--- src/rtl/fixmul_pkg.sv ---
// fixmul_pkg: shared types and constants for the fixed-point multiplier.
// Default-width word/product typedefs plus a clamp-constant helper that the
// optional saturation path (FIXMUL_SATURATE_EN) uses.
package fixmul_pkg;

   localparam int TOTAL_BITS_DEF = 7;

   typedef logic        [TOTAL_BITS_DEF-1:0]   uq_t;
   typedef logic signed [TOTAL_BITS_DEF-1:0]   sq_t;
   typedef logic        [2*TOTAL_BITS_DEF-1:0] prod_t;

   // Clamp limits; only the low total_bits of each field are meaningful.
   typedef struct packed {
      logic [63:0] u_max;  // 1...1
      logic [63:0] s_max;  // 0 1...1
      logic [63:0] s_min;  // 1 0...0
   } clamp_t;

   function automatic clamp_t clamp_consts(input int unsigned total_bits);
      clamp_t c;
      c.u_max = (64'd1 << total_bits) - 64'd1;
      c.s_max = (64'd1 << (total_bits - 1)) - 64'd1;
      c.s_min = 64'd1 << (total_bits - 1);
      return c;
   endfunction

endpackage

--- src/rtl/fixmul_core.sv ---
// fixmul_core: combinational fixed-point multiply, rescale and overflow
// detect. With FIXMUL_SATURATE_EN defined the result clamps on overflow;
// otherwise it wraps modulo 2^TOTAL_BITS.
module fixmul_core
   import fixmul_pkg::*;
#(
   parameter int TOTAL_BITS      = 7,
   parameter int FRACTIONAL_BITS = 3
) (
   input  logic                  in_signed,
   input  logic [TOTAL_BITS-1:0] in1,
   input  logic [TOTAL_BITS-1:0] in2,
   output logic [TOTAL_BITS-1:0] result,
   output logic                  overflow
);

   localparam int W  = TOTAL_BITS;
   localparam int PW = 2 * TOTAL_BITS;

`ifdef FIXMUL_SATURATE_EN
   localparam clamp_t CLAMP = clamp_consts(TOTAL_BITS);
`endif

   logic [PW-1:0] prod_u;
   logic [PW-1:0] prod_s;
   logic [PW-1:0] shifted;
   logic [W-1:0]  upper;

   // Full-width product, rescale by the fractional bits, then check that the
   // discarded high part is a pure zero/sign extension of the kept word.
   always_comb begin
      // NOTE: every output of this block is assigned up front on every path,
      // so no latch can be inferred.
      prod_u   = {{W{1'b0}}, in1} * {{W{1'b0}}, in2};
      prod_s   = $unsigned($signed({{W{in1[W-1]}}, in1}) *
                           $signed({{W{in2[W-1]}}, in2}));
      shifted  = '0;
      if (in_signed) begin
         // Arithmetic shift: truncation toward minus infinity.
         shifted = $unsigned($signed(prod_s) >>> FRACTIONAL_BITS);
      end else begin
         shifted = prod_u >> FRACTIONAL_BITS;
      end
      upper    = shifted[PW-1:W];
      overflow = in_signed ? (upper != {W{shifted[W-1]}}) : (|upper);
      result   = shifted[W-1:0];
`ifdef FIXMUL_SATURATE_EN
      if (overflow) begin
         if (!in_signed) begin
            result = CLAMP.u_max[W-1:0];
         end else if (shifted[PW-1]) begin
            result = CLAMP.s_min[W-1:0];
         end else begin
            result = CLAMP.s_max[W-1:0];
         end
      end
`endif
   end

endmodule

--- src/rtl/fixmul.sv ---
// fixmul: registered fixed-point multiplier, latency 1, one result per clock.
// Optional saturation on overflow is enabled by defining FIXMUL_SATURATE_EN.
module fixmul
   import fixmul_pkg::*;
#(
   parameter int TOTAL_BITS      = 7,
   parameter int FRACTIONAL_BITS = 3
) (
   input  logic                  clk,
   input  logic                  reset_n,
   input  logic                  in_valid,
   input  logic                  in_signed,
   input  logic [TOTAL_BITS-1:0] in1,
   input  logic [TOTAL_BITS-1:0] in2,
   output logic                  out_valid,
   output logic [TOTAL_BITS-1:0] out,
   output logic                  overflow
);

   logic [TOTAL_BITS-1:0] core_result;
   logic                  core_overflow;

   logic                  out_valid_d, out_valid_q;
   logic [TOTAL_BITS-1:0] out_d, out_q;
   logic                  overflow_d, overflow_q;

   fixmul_core #(
      .TOTAL_BITS      (TOTAL_BITS),
      .FRACTIONAL_BITS (FRACTIONAL_BITS)
   ) u_core (
      .in_signed (in_signed),
      .in1       (in1),
      .in2       (in2),
      .result    (core_result),
      .overflow  (core_overflow)
   );

   // Next state: load a new result when operands are valid, else hold.
   always_comb begin
      out_valid_d = in_valid;
      out_d       = in_valid ? core_result   : out_q;
      overflow_d  = in_valid ? core_overflow : overflow_q;
   end

   // Output registers, cleared asynchronously so a pending result is dropped.
   always_ff @(posedge clk or negedge reset_n) begin
      if (!reset_n) begin
         out_valid_q <= 1'b0;
         out_q       <= '0;
         overflow_q  <= 1'b0;
      end else begin
         // NOTE: non-blocking assignments keep all flops updating from the
         // same pre-edge values regardless of statement order.
         out_valid_q <= out_valid_d;
         out_q       <= out_d;
         overflow_q  <= overflow_d;
      end
   end

   assign out_valid = out_valid_q;
   assign out       = out_q;
   assign overflow  = overflow_q;

endmodule

--- config.mk ---
export PLATFORM = sky130hd
export DESIGN_NAME = fixmul
export DESIGN_NICKNAME = d
export VERILOG_FILES = /design/src/rtl/fixmul_pkg.sv /design/src/rtl/fixmul_core.sv /design/src/rtl/fixmul.sv
export SDC_FILE = /design/constraint.sdc
export NUM_CORES = 1
export LEC_CHECK = 0
export CAP_MARGIN = 25
export CORE_MARGIN = 2
export CORE_UTILIZATION = 60
export CTS_CLUSTER_SIZE = 25
export DETAILED_ROUTE_END_ITERATION = 10
export DONT_BUFFER_PORTS = 1
export PLACE_DENSITY = 0.76
export SLEW_MARGIN = 20
export SYNTH_ARGS = -nofsm -noshare
export SYNTH_HDL_FRONTEND = slang
export SYNTH_HIERARCHICAL = 1
export SYNTH_SLANG_ARGS = --single-unit
--- constraint.sdc ---
create_clock -name clk -period 0.8 [get_ports clk]
set_input_delay 0.04 -clock clk [delete_from_list [all_inputs] [get_ports clk]]
set_output_delay 0.04 -clock clk [all_outputs]
set_load 0.005 [all_outputs]
==> flow_summary.yaml <==
logic_synthesis:
  synth.avg_cell_area_um2: 8.807
  synth_edf_count: 0
  syn_area_um2: 3620
  synth_compound_area_share_pct: 8.918
  yosysSeqAreaShare_pct: 6.222
  yosys_warnings: 6
  synth_mux_area_share_pct: 4.183
  synthCells: 411
  synthArstFlopShare_pct: 100.0
  synth_xor_area_share_pct: 5.565
  synth_seq_cells: 9
  synth_fp_nets: 538
  synth_cell_types: 44
  synthAdderAreaFrac_pct: 49.71
  synth_top_family_by_area: "adder cells"
  synth_ff_type: "dfrtp_1"
  yosys.area_share.simple_pct: 12.75
setup_path:
  r2r_slack_ns: -0.01
  arrival_ns: 4.25
  r2r-start: "out[5]$_DFFE_PN0P_"
  crit_type: "input port to flip-flop"
  critPathRequiredTime_ns: 0.93
  start_kind: "input port"
  cp_slowest_cell: "fa_1"
  reg2regPathDepth: 1
  crit_path_end_kind: "flip-flop"
  cpPeakStageDelay_ns: 0.56
  worstPathCellList: "nand2_1 -> fa_1 -> inv_1 -> ha_1 -> inv_1 -> fa_1 -> fa_1 -> inv_1 -> ha_1 -> a21oi_1 -> o211ai_1 -> o41ai_2 -> xor2_1 -> or3_4 -> nor3_4 -> a21oi_2 -> mux2_4"
  r2r-end: "out[5]$_DFFE_PN0P_"
  path_max_fanout: 8
final_layout:
  diodes: 0
  layout.nets: 629
  final_util_pct: 82.65
  drive_above_1_share_pct: 33.93
  n_fill_cell: 334
  register_area_um2: 225.2
  area_growth_pct: 34.39
  multiInputGateArea_um2: 3316
floorplanning:
  die_h_um: 81.67
  initial_core_util_pct: 61.50
  boundaryPins: 27
  die_x_um: 81.67
  core-area_um2: 5886
  dieArea_um2: 6670
  rows: 28
sta:
  setup_viol: 10
  final.setup.tns_ns: -19.92
  min_period_over_period_pct: 514.8
  hold_viol: 9
  min_period_ns: 4.118
  rsz0062_at_grt: "yes"
  worst_slack_ns: -3.318
  finClkSkew_ns: 0
  maxSlewViolCount: 0
  worst_slew_pin_slew_ns: 0.4542
  hold_ws_ns: -0.1760
  fmax_mhz: 242.8
  slew_headroom_pct: 69.62
min_path:
  min_path_type: "input port to flip-flop"
  hold_end: "out_valid$_DFF_PN0_"
  min-delay-start: "in_valid"
  min_path_cells: 0
drt:
  drt_iter0_drc: 160
  vias: 3183
  wl_per_cell_um: 17.09
  totalWireLength_mm: 9.846
  drtAntennaViolNets: 0
  drc_errors: 0
  viasPerCell: 5.526
  dr.pass1.iters: 4
status:
  status: "complete, but fails checks"
  violations: "negative hold slack, negative setup slack"
clock_network:
  cts_max_level: 1
  cts_tree: "built"
  root_buffer: "clkbuf_8"
  cts_sinks: 9
  max-clock-path-buffers: 2
  clk_pin_slew_ns: 0.05
  numCtsBuffers: 3
  clk_latency_ns: 0.23
  hold_buffers: 1
pwr:
  pwr-share-seq_pct: 5.5
  sw_frac_of_total_pct: 45.39
  switchingPower_mw: 6.650
  comb_power_share_pct: 90.8
  p_leak_nw: 2.547
  clock_power_share_pct: 3.8
  peakVddDrop_mv: 2.406
  p_int_mw: 8.000
  powerDensity_nw_per_um2: 3012
place:
  dp_hpwl_mm: 7.375
  place.gp.congestion: 0.8728
  port_buffers: 0
job:
  maxCapViolCount: 0
global_routing:
  globalRouteTotalUtil_pct: 32.38
  grt_pass1_wl_mm: 16.30
  grt_max_degree: 18
  grt-ovfl-total: 0
  grt_pass1_vias: 3587
  antenna_found_initial: 0
## how the worst max path moves through the flow
stage,start,cells past startpoint,endpoint,slack (ns)
CTS,in2[3],19,overflow$_DFFE_PN0P_,-3.26
floorplan,in2[6],20,overflow$_DFFE_PN0P_,-3.44
global placement,in2[1],16,overflow$_DFFE_PN0P_,-3.54
detailed placement,in2[1],16,overflow$_DFFE_PN0P_,-3.59
global route,in2[3],19,overflow$_DFFE_PN0P_,-3.45
finish,in1[4],17,overflow$_DFFE_PN0P_,-3.32
## worst max-delay path: cells and delay by family
family / cells / cell delay (ns)
buffers and inverters: 3 / 0.19
adder cells (fa/ha/maj): 5 / 2.13
AO/OA/AOI/OAI: 4 / 0.93
XOR/XNOR: 1 / 0.14
AND/OR/NAND/NOR: 3 / 0.55
multiplexers: 1 / 0.26
## cells in the mapped netlist, types with 2 or more instances
cell	count	share of area (%)
clkbuf_1	3	0.31
o2111ai_1	3	0.73
nor3_1	4	0.55
nor2b_1	2	0.35
o31ai_1	4	0.83
nand2_1	35	3.6
mux2_4	8	3.3
mux2i_1	2	0.55
a211oi_1	3	0.62
nor2_1	13	1.3
o21bai_1	3	0.62
and2_1	23	4.0
nand2b_1	3	0.52
xnor2_1	14	3.4
a21o_1	3	0.62
xor2_1	9	2.2
a21oi_1	9	1.2
dfrtp_1	9	6.2
ha_1	51	18
inv_1	116	12
o211ai_1	2	0.41
nand3_1	8	1.1
o21ai_0	6	0.83
fa_1	58	32
## flip-flops by register name (all words and copies together) (netlist names)
| name | flops |
|---|---|
| out | 7 |
| out_valid | 1 |
| overflow | 1 |
## logic make-up after synthesis
group / count (synthesis)
XOR/XNOR: 23
multiplexers: 11
AND/OR/NAND/NOR: 94
buffers and inverters: 120
flip-flops: 9
adder cells (fa/ha/maj): 109
AO/OA/AOI/OAI: 45
## stage by stage
step	power, mW	setup WS (ns)	instances	instance area (um^2)
floorplan	7.870	-3.437	411	3845
global placement	11.20	-3.539	566	4526
detailed placement	11.57	-3.586	566	4526
CTS	13.83	-3.257	577	4803
global route	15.84	-3.448	576	4865
finish	14.65	-3.318	576	4865
## cells in the final DEF (no fill, tap or decap), drive strengths merged, types with 2 or more instances in the layout
| cell type | n |
|---|---|
| o31a | 2 |
| o21ai | 8 |
| o21bai | 3 |
| or3 | 2 |
| inv | 116 |
| o211ai | 2 |
| nand2b | 3 |
| o31ai | 4 |
| nor3 | 4 |
| a211oi | 3 |
| nor2b | 2 |
| mux2i | 2 |
| nand3 | 8 |
| and2 | 24 |
| fa | 58 |
| or2 | 2 |
| nand2 | 35 |
| a21oi | 10 |
| ha | 51 |
| o2111ai | 3 |
| mux2 | 9 |
| buf | 89 |
| xnor2 | 14 |
| nor2 | 13 |
| a21o | 3 |
| xor2 | 9 |
| clkbuf | 4 |
| dfrtp | 9 |
## final cells by class
cell class                      count  area share [%]
Multi-Input combinational cell    282           68.16
Timing Repair Buffer               90           15.25
Inverter                          116           9.105
Sequential cell                     9           4.630
Tap cell                           75           1.929
Clock buffer                        4          0.9259
## routing by layer
metal / share of wire (%) / global-route usage (%) / vias up
met1: 37 / 36.04 / 1582
li1: - / - / 1450
met5: 0 / 0 / -
met3: 3.6 / 2.527 / 46
met2: 53 / 61.07 / 105
met4: 6.1 / 17.17 / 0
## power by group through the flow
stage	combinational (mW)	clock [mW]	sequential [mW]
CTS	12.5	0.539	0.756
global placement	10.5	0	0.737
detailed placement	10.8	0	0.755
floorplan	7.11	0	0.757
global route	14.4	0.577	0.816
finish	13.3	0.552	0.801
## what timing repair did
| item | in CTS | in global routing |
|---|---|---|
| cloned | 0 | 0 |
| buffers inserted | 8 | 0 |
| setup endpoints to repair | 9 | 16 |
| resized for setup | 40 | 19 |
| endpoints found under the hold margin | 18 | 9 |
| pin swaps | 17 | 9 |
Note: power is estimated with default switching activity, not from simulation.
